===== src/rtl/mul_ace_core.sv =====
// Sequential unsigned shift-and-add multiply-accumulate engine.
// Optional feature: define MUL_ACE_SAT_EN to saturate the accumulator instead of wrapping.
module mul_ace_core #(
  parameter int unsigned WIDTH     = 8,
  parameter int unsigned ACC_WIDTH = 24
) (
  input  logic                 clk,
  input  logic                 rst_n,
  input  logic                 in_valid,
  output logic                 in_ready,
  input  logic [WIDTH-1:0]     a,
  input  logic [WIDTH-1:0]     b,
  input  logic                 clr,
  output logic                 out_valid,
  input  logic                 out_ready,
  output logic [ACC_WIDTH-1:0] result,
  output logic                 overflow
);

  localparam int unsigned PW = 2 * WIDTH;
  localparam int unsigned SW = ACC_WIDTH + 1;
  localparam int unsigned CW = $clog2(WIDTH + 1);

  generate
    if (WIDTH < 2 || ACC_WIDTH < 2 * WIDTH) begin : g_bad_params
      $error("mul_ace_core: requires WIDTH >= 2 and ACC_WIDTH >= 2*WIDTH");
    end
  endgenerate

  typedef enum logic [1:0] {
    IDLE = 2'd0,
    MUL  = 2'd1,
    ACC  = 2'd2,
    DONE = 2'd3
  } state_t;

  state_t           state;
  logic [PW-1:0]    mcand;
  logic [PW-1:0]    prod;
  logic [WIDTH-1:0] mplier;
  logic [CW-1:0]    cnt;
  logic             clr_q;
  logic [SW-1:0]    sum_c;

  // Accumulate at one extra bit so the carry out is the overflow indication.
  assign sum_c = {1'b0, result} + SW'(prod);

  always_ff @(posedge clk or negedge rst_n) begin
    if (!rst_n) begin
      state     <= IDLE;
      mcand     <= '0;
      prod      <= '0;
      mplier    <= '0;
      cnt       <= '0;
      clr_q     <= 1'b0;
      result    <= '0;
      overflow  <= 1'b0;
      in_ready  <= 1'b1;
      out_valid <= 1'b0;
    end else begin
      case (state)
        IDLE: begin
          if (in_valid) begin
            mcand    <= PW'(a);
            mplier   <= b;
            clr_q    <= clr;
            prod     <= '0;
            cnt      <= '0;
            in_ready <= 1'b0;
            state    <= MUL;
          end
        end
        MUL: begin
          if (mplier[0]) begin
            prod <= prod + mcand;
          end
          mcand  <= mcand << 1;
          mplier <= mplier >> 1;
          cnt    <= cnt + CW'(1);
          if (cnt == CW'(WIDTH - 1)) begin
            state <= ACC;
          end
        end
        ACC: begin
          if (clr_q) begin
            result   <= ACC_WIDTH'(prod);
            overflow <= 1'b0;
          end else begin
            if (sum_c[ACC_WIDTH]) begin
              overflow <= 1'b1;
            end
`ifdef MUL_ACE_SAT_EN
            result <= sum_c[ACC_WIDTH] ? '1 : sum_c[ACC_WIDTH-1:0];
`else
            result <= sum_c[ACC_WIDTH-1:0];
`endif
          end
          out_valid <= 1'b1;
          state     <= DONE;
        end
        DONE: begin
          if (out_ready) begin
            out_valid <= 1'b0;
            in_ready  <= 1'b1;
            state     <= IDLE;
          end
        end
        default: state <= IDLE;
      endcase
    end
  end

endmodule


===== config.mk =====
export PLATFORM = sky130hd
export DESIGN_NAME = mul_ace_core
export DESIGN_NICKNAME = d
export VERILOG_FILES = /design/src/rtl/mul_ace_core.sv
export SDC_FILE = /design/constraint.sdc
export NUM_CORES = 1
export LEC_CHECK = 0
export ABC_AREA = 0
export BUFFER_PORTS_ARGS = -buffer_cell sky130_fd_sc_hd__buf_2
export CORE_UTILIZATION = 51
export DETAILED_ROUTE_END_ITERATION = 10
export GPL_TIMING_DRIVEN = 0
export PLACE_DENSITY_LB_ADDON = 0.12
export SLEW_MARGIN = 20
export SYNTH_ARGS = -nofsm -noshare
export SYNTH_HDL_FRONTEND = slang
export SYNTH_SLANG_ARGS = --single-unit

===== constraint.sdc =====
create_clock -name clk -period 2.5 [get_ports clk]
set_clock_uncertainty 0.1 [all_clocks]
set_input_delay 0.25 -clock clk [delete_from_list [all_inputs] [get_ports clk]]
set_output_delay 0.25 -clock clk [all_outputs]
set_load 0.005 [all_outputs]

==> run summary <==
CTS tree: built
Routed WL per cell: 16.8 um
Root buffer cell: clkbuf_8
WL final: 12800 um
Clock transition at path regs: 0.08 ns
Core region area: 0.00937 mm2
Post-layout instance area: 0.00606 mm2
Max cap viols: 0
Crit-path cells: ha_4, inv_2, fa_2, nand2b_4, a21o_1, a211o_1, a211oi_4, buf_6, o21ai_1, mux2i_1
Main synth FF type: dfrtp_1
Slowest cell on crit path: dfrtp_1
Initial core utilization: 53.6%
CP peak stage delay: 0.42 ns
Grt ovf: 0
FF-to-FF End: result[22]
TritonCTS buffer count: 9
Final min period: 2.54 ns
Crit path to: result[22]
Syn Nets: 621
Hold/Removal Path Class: in -> reg
Die W: 101 um
First-pass GRT wire length: 21100 um
Initial antenna violation count: 0
Pins Over Slew Limit: 0
Req. time, crit path: 2.64 ns
Slew HR: 52.1%
Detailed placer's ending HPWL: 9140 um
Vias in the first global route: 4349
Hold WS: 0.0439 ns
P per Cell Area: 1220 mW/mm2
Total global-route track usage: 26.5%
Final core utilization: 64.7%
Post-synthesis sequential area ratio: 36.9%
Critical path capture point type: register
Most common cell in the synthesized netlist: dfrtp_1
Via count: 4513
R2r setup slk: -0.04 ns
Number of DRC markers in iteration 0: 283
Fmax: 394 MHz
I/O Buffers: 46
Nets: 691
Peak VDD IR: 611 uV
Synth Register Bits: 74
Worst-Skew Late Latency: 0.35 ns
Post-DP Area: 0.00544 mm2
Crit path launch: result[0]
Clk sinks: 74
Final period utilization: 101%
Leakage: 2.69 nW
Status: complete, but fails checks
DRT Pass-1 Iters: 4
Count of different cell masters after synthesis: 62
H-tree levels: 3
Violated checks: negative setup slack
CP bufs+invs: 2
Synth area leaders: dfrtp_1 36%, ha_1 9.0%, mux2i_1 6.8%
Share of cells above drive strength 1: 21.0%
Crit Path Max Fanout: 5
# diodes: 0
Synthesized area: 0.00502 mm2
Syn-to-layout area delta: 20.7%
Syn_area_per_cell: 8.94 um2
Post-synthesis async set-or-reset flop share: 100%
Final setup fails: 4
DRC: 0
Vert. Die Dim: 101 um
Family with the most delay on the worst path: compound AO/OA/AOI/OAI gates
Largest net degree at the start of global routing: 48
CTS max path bufs: 2
Setup crit start kind: register
Post-synth top area share: 36.4%
Detail Route Antenna Nets: 0
Yosys warns: 0
Post-synth EDFFs: 0
DR vias/cell: 5.89
RePlAce Congestion: 0.914
Final worst setup slack: -0.0373 ns
Post-synthesis cell count: 562
Synth cell count leaders: 73 x dfrtp_1, 67 x nand2_1, 50 x o21ai_0, 40 x a21oi_1
RSZ-0062 raised after global routing: yes
Crit path DAT: 2.68 ns
Reg-to-Reg Start: result[0]
Final hold vios: 0
Critical path class: reg -> reg
CP Depth: 10
Reg2reg path depth: 10
Fill count: 804
Yosys top cell by area: dfrtp_1
Worst Tran Pin Value: 0.719 ns
Ports: 48
Total die area: 0.0102 mm2
Core Rows: 35
[cell usage in the layout (no fill, tap or decap), drive strengths merged, types with 4 or more instances in the layout]
master,instances
dfrtp,73
nand4,8
a22o,5
mux2,4
inv,19
mux2i,34
ha,36
and3,8
nor2,36
a21oi,42
nor2b,6
a211oi,6
a211o,4
nor3,10
xnor2,11
xor2,9
o211ai,5
buf,64
nor3b,4
a21o,11
o21a,5
a31oi,6
nand2b,9
nand2,67
o21bai,5
a22oi,12
clkbuf,28
o21ai,55
nand3,8
or3,4
[routing by layer]
layer	global-route usage (%)	up-vias	share of wire, %
li1	-	2190	-
met1	35.7	2178	45
met2	43.1	114	48
met3	3.45	31	4.3
met4	11.4	0	2.5
met5	0	-	0
[kinds of logic after synthesis]
group / synth area share [%]
DFF: 36.9
xor gates and xnor gates: 3.49
AOI/OAI and AO/OA: 22.9
and+or+nand+nor: 15.9
adders and majority gates: 9.77
muxes: 7.67
buffers and inverters: 3.36
[timing repair]
action / CTS / global route
hold buffers: 1 / 0
endpoints found under the hold margin: 27 / 0
resized for setup: 22 / 40
setup buffers: 4 / 8
setup endpoints to repair: 11 / 36
pin swaps: 9 / 15
[registers in the layout, summed over array words and instances (netlist names)]
signal / cells
result: 24
mcand: 16
prod: 16
mplier: 8
cnt: 4
state: 2
clr_q: 1
in_ready: 1
out_valid: 1
overflow: 1
[stage by stage]
stage	std cells	setup WS, ns	total power [mW]	TNS, ns
after floorplan	562	0.0199	4.79	0
after global routing	766	-0.163	8.05	-0.673
final	766	-0.0373	7.42	-0.0745
after CTS	759	-0.114	7.12	-0.526
after global placement	737	-0.261	5.68	-1.22
after detailed placement	738	-0.319	5.82	-1.50
[how the worst min path moves through the flow]
stage               from        end  slack (ns)  cells past startpoint
6_report             clr      clr_q        0.04                      2
5_1_grt              clr      clr_q        0.04                      2
4_1_cts              clr      clr_q        0.04                      2
3_5_place_dp       rst_n  result[3]         0.1                      1
3_3_place_gp   mplier[1]  mplier[1]        0.37                      2
2_1_floorplan      rst_n      clr_q       -0.15                      0
[cell type report]
cell class / instances / area [um2] / area share [%]
plain buffers: 22 / 95.1 / 1.57
clock buffers: 11 / 131 / 2.17
clock inverters: 5 / 103 / 1.69
inverters: 20 / 75.1 / 1.24
multi-input cells: 445 / 3270 / 54.0
flip-flops and latches: 74 / 1860 / 30.7
well taps: 129 / 161 / 2.66
repair buffers: 60 / 364 / 6.01
[where the power goes]
part / leakage [nW] / switching, mW / internal [mW]
Combinational: 1.63 / 2.34 / 1.73
Clock: 0.114 / 0.471 / 0.663
Sequential: 0.944 / 0.546 / 1.67
No activity file was read; power rests on OpenSTA's default activity.
